### config.mk
export PLATFORM = sky130hd
export DESIGN_NAME = contador_bcd
export DESIGN_NICKNAME = d
export VERILOG_FILES = /design/src/rtl/contador_bcd.sv
export SDC_FILE = /design/constraint.sdc
export NUM_CORES = 1
export LEC_CHECK = 0
export CORE_MARGIN = 3
export CORE_UTILIZATION = 40
export DETAILED_ROUTE_END_ITERATION = 10
export DONT_BUFFER_PORTS = 1
export PLACE_DENSITY = 0.62
export SETUP_SLACK_MARGIN = 0.15
export SLEW_MARGIN = 10
export SYNTH_ARGS = -nofsm -noshare
export SYNTH_HDL_FRONTEND = slang
export SYNTH_SLANG_ARGS = --single-unit
### constraint.sdc
create_clock -name clk -period 3 [get_ports clk]
set_clock_uncertainty 0.2 [all_clocks]
set_input_delay 0.3 -clock clk [delete_from_list [all_inputs] [get_ports clk]]
set_output_delay 0.3 -clock clk [all_outputs]
set_load 0.01 [all_outputs]
### src/rtl/contador_bcd.sv
// Four-digit BCD event counter with a free-running prescaler and a synchronised step button.
// Optional down counting is enabled by defining CONTADOR_BCD_DOWN_EN.
module contador_bcd #(
  parameter int PRESCALE = 10_000_000
) (
  input  logic        clk,
  input  logic        rst,
  input  logic        en,
  input  logic        clr,
  input  logic        step,
  input  logic        dir,
  output logic [15:0] bcd,
  output logic        upd,
  output logic        ovf,
  output logic        tick
);

  localparam int              PW   = $clog2(PRESCALE);
  localparam logic [PW-1:0]   PMAX = PW'(PRESCALE - 1);

  logic [PW-1:0] presc_q, presc_d;
  logic          tick_q, tick_d;
  logic          s_meta_q, s_sync_q, s_prev_q, step_p_q;
  logic [15:0]   bcd_q, bcd_d;
  logic          upd_q, upd_d;
  logic          ovf_q, ovf_d;
  logic          ev;

  function automatic logic [15:0] bcd_inc(input logic [15:0] v);
    logic [15:0] r;
    logic        c;
    r = v;
    c = 1'b1;
    for (int i = 0; i < 4; i++) begin
      if (c) begin
        if (v[4*i +: 4] == 4'd9) r[4*i +: 4] = 4'd0;
        else begin
          r[4*i +: 4] = v[4*i +: 4] + 4'd1;
          c = 1'b0;
        end
      end
    end
    return r;
  endfunction

`ifdef CONTADOR_BCD_DOWN_EN
  function automatic logic [15:0] bcd_dec(input logic [15:0] v);
    logic [15:0] r;
    logic        b;
    r = v;
    b = 1'b1;
    for (int i = 0; i < 4; i++) begin
      if (b) begin
        if (v[4*i +: 4] == 4'd0) r[4*i +: 4] = 4'd9;
        else begin
          r[4*i +: 4] = v[4*i +: 4] - 4'd1;
          b = 1'b0;
        end
      end
    end
    return r;
  endfunction
`else
  logic unused_dir;
  assign unused_dir = dir;
`endif

  // clr resets the prescaler and also keeps tick from firing while held
  always_comb begin
    presc_d = presc_q;
    tick_d  = 1'b0;
    if (clr) begin
      presc_d = '0;
    end else if (en) begin
      if (presc_q == PMAX) begin
        presc_d = '0;
        tick_d  = 1'b1;
      end else begin
        presc_d = presc_q + 1'b1;
      end
    end
  end

  assign ev = tick_q | step_p_q;

  always_comb begin
    bcd_d = bcd_q;
    upd_d = 1'b0;
    ovf_d = 1'b0;
    if (clr) begin
      bcd_d = '0;
      upd_d = |bcd_q;
    end else if (ev) begin
      upd_d = 1'b1;
      bcd_d = bcd_inc(bcd_q);
      ovf_d = (bcd_q == 16'h9999);
`ifdef CONTADOR_BCD_DOWN_EN
      if (dir) begin
        bcd_d = bcd_dec(bcd_q);
        ovf_d = (bcd_q == 16'h0000);
      end
`endif
    end
  end

  always_ff @(posedge clk or posedge rst) begin
    if (rst) begin
      presc_q  <= '0;
      tick_q   <= 1'b0;
      s_meta_q <= 1'b0;
      s_sync_q <= 1'b0;
      s_prev_q <= 1'b0;
      step_p_q <= 1'b0;
      bcd_q    <= '0;
      upd_q    <= 1'b0;
      ovf_q    <= 1'b0;
    end else begin
      presc_q  <= presc_d;
      tick_q   <= tick_d;
      s_meta_q <= step;
      s_sync_q <= s_meta_q;
      s_prev_q <= s_sync_q;
      step_p_q <= s_sync_q & ~s_prev_q;
      bcd_q    <= bcd_d;
      upd_q    <= upd_d;
      ovf_q    <= ovf_d;
    end
  end

  assign bcd  = bcd_q;
  assign upd  = upd_q;
  assign ovf  = ovf_q;
  assign tick = tick_q;

endmodule

* After elaboration in Yosys (flattened, before gate mapping)
Cells that the tools add are included.
Storage, ports and cells: output and inout port bits 19, word-level logic and storage cells 65, bits in registers 47
Operators by class: bitwise logic cells 3, $add $sub $neg 5, reduce and logical (&&, ||, !) cells 9, mux-type cells 30, equality and inequality tests 6
Operators by type and width (count):
- 24-bit two-way mux | 3
- 16-bit two-way mux | 2
- 4-bit two-way mux | 7
- 24-bit by 1-bit adder with 24-bit output, second input constant | 1
- 24-bit equality test, second input constant | 1
- 1-bit two-way mux | 18
- 4-bit by 1-bit adder with 4-bit output, second input constant | 4
- 16-bit equality test, second input constant | 1
- 4-bit equality test, second input constant | 4
- 16-bit OR reduction | 1
- 2-bit nonzero test | 5
- 2-bit AND reduction | 3
- 1-bit bitwise AND | 1
- 1-bit inverter | 1
- 1-bit bitwise OR | 1

* Longest topological paths before layout
depth after elaboration 13, gate-level depth with buffers 6

* Worst setup path after synthesis
OpenSTA, ideal clock, no wires.
kind reg2reg, start reg presc_q[5], end reg presc_q[23], required time 2.729 ns, buffers on the path 1, cell stages (with the launch flop) 6, arrival 1.805 ns, slack 0.924 ns, library setup time 0.071 ns, cell sequence dfrtp_1 nand4_4 or4_1 clkbuf_2 or4b_1 nand4_1
On the way: word-level cells in the longest chain between the ends 4
RTL lines:
- from (decl) | RTL line 21 | logic [PW-1:0] presc_q, presc_d;
- from (signal assigned) | RTL line 118 | presc_q <= presc_d;
- 24-bit by 1-bit adder with 24-bit output / 24-bit equality test (equally long branches) | RTL line 79, 75
- 24-bit two-way mux * | RTL line 75 | if (presc_q == PMAX) begin
- 24-bit two-way mux * | RTL line 74 | end else if (en) begin
- 24-bit two-way mux * | RTL line 72 | if (clr) begin
Mark *: on every way between the ends. The rest lies on a longest branch, timed or not. The select of a mux whose other input is x is not followed. A chain may end at the register's enable or synchronous reset.

* Final worst setup path
start reg presc_q[2], end reg presc_q[23]
Same word-level chain as after synthesis.

==> impl_metrics.csv <==
group,metric,value,unit
detailed_routing,dr.pass1.iters,4,
clocking,numCtsBuffers,5,
flow_run,maxCapViolations,0,
clocking,cts_resized,0,
timing,tns,0,ns
placement,io_buffers,0,
synthesis,synth_top_area_cell,"dfrtp_1",
placement,place.gp.congestion,0.758,
synthesis,yosysMostFrequentCell,"dfrtp_1",
worst_setup_path,required,3.03,ns
run_status,status,"complete, no violations",
synthesis,netlist_instances,295,
placement,dp_hpwl,4020,µm
timing,tightestPinTransition,0.970,ns
global_route,grtUsageMet2,0.240,
pwr,p_per_area,474,nW/µm²
clocking,cts.sink_count,47,
floorplan,start_util,0.416,
cells_and_area,syn2layout_area_growth,9.19,%
timing,drv_slew,0,
synthesis,synthFlopType,"dfrtp_1",
clocking,cts_buffer_depth,2,
detailed_routing,via_per_inst,5.86,
floorplan,die_w,87.5,µm
worst_setup_path,critPathKind,"flop to flop",
synthesis,synth_nets,314,
synthesis,ys_seq_area_frac,0.443,
worst_setup_path,arrival,2.34,ns
clocking,cts.reportedPaths.clkPinSlew,0.09,ns
clocking,cts_root_buf,"clkbuf_8",
timing,setup_viol,0,
cells_and_area,layout-drive-gt1-share,0.0470,
synthesis,synth_enable_flop_cells,0,
timing,finalHoldWorstSlack,0.0162,ns
synthesis,ys_ff_latch,47,
clocking,clk_latency,0.30,ns
detailed_routing,drc,0,
placement,place_ws,0.722,ns
detailed_routing,vias,2198,
synthesis,ys_async_sr_fraction,1.00,
floorplan,dieArea,7650,µm²
floorplan,die_h,87.5,µm
timing,rsz0062_at_grt,"no",
global_route,grt_pass1_vias,2003,
floorplan,top_level_ports,25,
pwr,peakVddDrop,0.208,mV
clocking,cts_tree,"built",
clocking,cts_max_level,2,
synthesis,avgSynthCellArea,9.00,µm²
synthesis,synth_top_area_frac,0.443,
floorplan,coreArea,6390,µm²
global_route,met1_usage,0.244,
global_route,use_met3,0.0388,
global_route,grt_first_pass_wirelength,10000,µm
detailed_routing,routed_wl,5990,µm
synthesis,synth.area.top_cells,"dfrtp_1 (44%), ha_1 (6.1%), nand4_1 (4.5%)",
detailed_routing,ant_nets,0,
timing,finalCriticalPeriod,2.30,ns
worst_setup_path,crit_fanout,8,
global_route,overflow,0,
global_route,grtUsageTotal,0.166,
timing,timing.fmax,434,MHz
worst_setup_path,critPathCaptureType,"flop",
global_route,grt_start_max_net_pins,48,
synthesis,ys_warn_count,0,
cells_and_area,antenna_cells,0,
synthesis,synth_area,2650,µm²
timing,hold_viol_final,0,
clocking,postCtsSetupRepairBufs,0,
synthesis,synth_commonest_cells,"dfrtp_1 (47), nand2_1 (28), nor2_1 (28)",
floorplan,rows,29,
detailed_routing,wire_per_inst,16.0,µm
timing,timing.final.ws_setup,0.696,ns
detailed_routing,first_iter_violations,241,
worst_setup_path,critPathLaunchType,"flop",
synthesis,synth_cell_types,40,
cells_and_area,nets,316,
timing,fin_crit_sh,0.768,
pwr,leakagePower,1.17,nW
global_route,busiest_layer,"met1",
global_route,antenna_found_initial,0,
timing,relSlewSlack,0.353,
min_path,hold_class,"input port to flop",
## per-stage QoR
stage,power [mW],utilization,cells,cell area [µm²]
finish,1.37,0.454,375,2900
global route,1.44,0.454,375,2900
CTS,1.39,0.454,375,2900
detailed placement,0.834,0.427,363,2730
global placement,0.829,0.427,363,2730
floorplan,0.802,-,295,2650
## report_power, final
part	leakage [nW]	internal [mW]	switching (mW)	total (mW)
clock network	0.0654	0.333	0.214	0.547
registers	0.637	0.660	0.0444	0.704
logic	0.464	0.0443	0.0791	0.123
total	1.17	1.04	0.337	1.37
## final timing paths
check / depth (start not counted) / slack [ns] / to / start
worst max-delay path: 4 / 0.70 / presc_q[23] / presc_q[2]
worst min-delay path: 3 / 0.02 / presc_q[19] / clr
worst max register to register: 4 / 0.70 / presc_q[23] / presc_q[2]
worst min register to register: 0 / 0.17 / s_sync_q / s_meta_q
max in group asynchronous: 2 / 1.51 / ovf / rst
min in group asynchronous: 2 / 0.48 / s_meta_q / rst
## cells by family (layout without fill, tap and decap cells)
logic type | after synthesis | after routing | share of synthesized area
AO/OA/AOI/OAI | 48 | 48 | 0.107
XOR/XNOR | 16 | 16 | 0.0528
adder cells (fa/ha/maj) | 13 | 13 | 0.0613
buffers and inverters | 28 | 31 | 0.0405
flip-flops | 47 | 47 | 0.443
AND/OR/NAND/NOR | 143 | 143 | 0.295
## state kept, by name, summed over array words and instances, names as in the netlist
register / flops
step_p_q: 1
ovf: 1
s_prev_q: 1
presc_q: 24
s_meta_q: 1
tick: 1
s_sync_q: 1
upd: 1
bcd: 16
## per-layer routing
layer	up-vias	share of wire
li1	1074	-
met1	1062	0.48
met2	55	0.45
met3	7	0.054
met4	0	0.016
met5	-	0
## layout make-up
type	count	area [µm²]
clock buffer	6	72.6
timing repair buffer	7	62.6
fill	627	3490
tap	77	96.3
sequential	47	1180
clock inverter	2	60.1
inverter	16	60.1
multi-input combinational	220	1370
## cells in the final DEF, fill, tap and decap left out, types with 11 or more instances in the layout
cell,Yosys,layout
ha_1,13,13
o21ai_0,17,17
xnor2_1,11,11
nor4_1,12,12
dfrtp_1,47,47
nor2_1,28,28
nand4_1,19,19
inv_1,16,15
a21oi_1,14,14
nand2_1,28,28
nand3_1,18,18
## worst max-delay path, cell delays in order, from the launching register on
cell	delay, ns
dfrtp_1	0.47
nand4_2	0.21
or4_1	0.70
or4b_1	0.56
nand4_1	0.10
## repair_timing
item | CTS | global route
hold buffers | 4 | 0
hold endpoints to repair | 63 | 0
setup endpoints to repair | 0 | 0
Power figures use the tool's default switching activity.
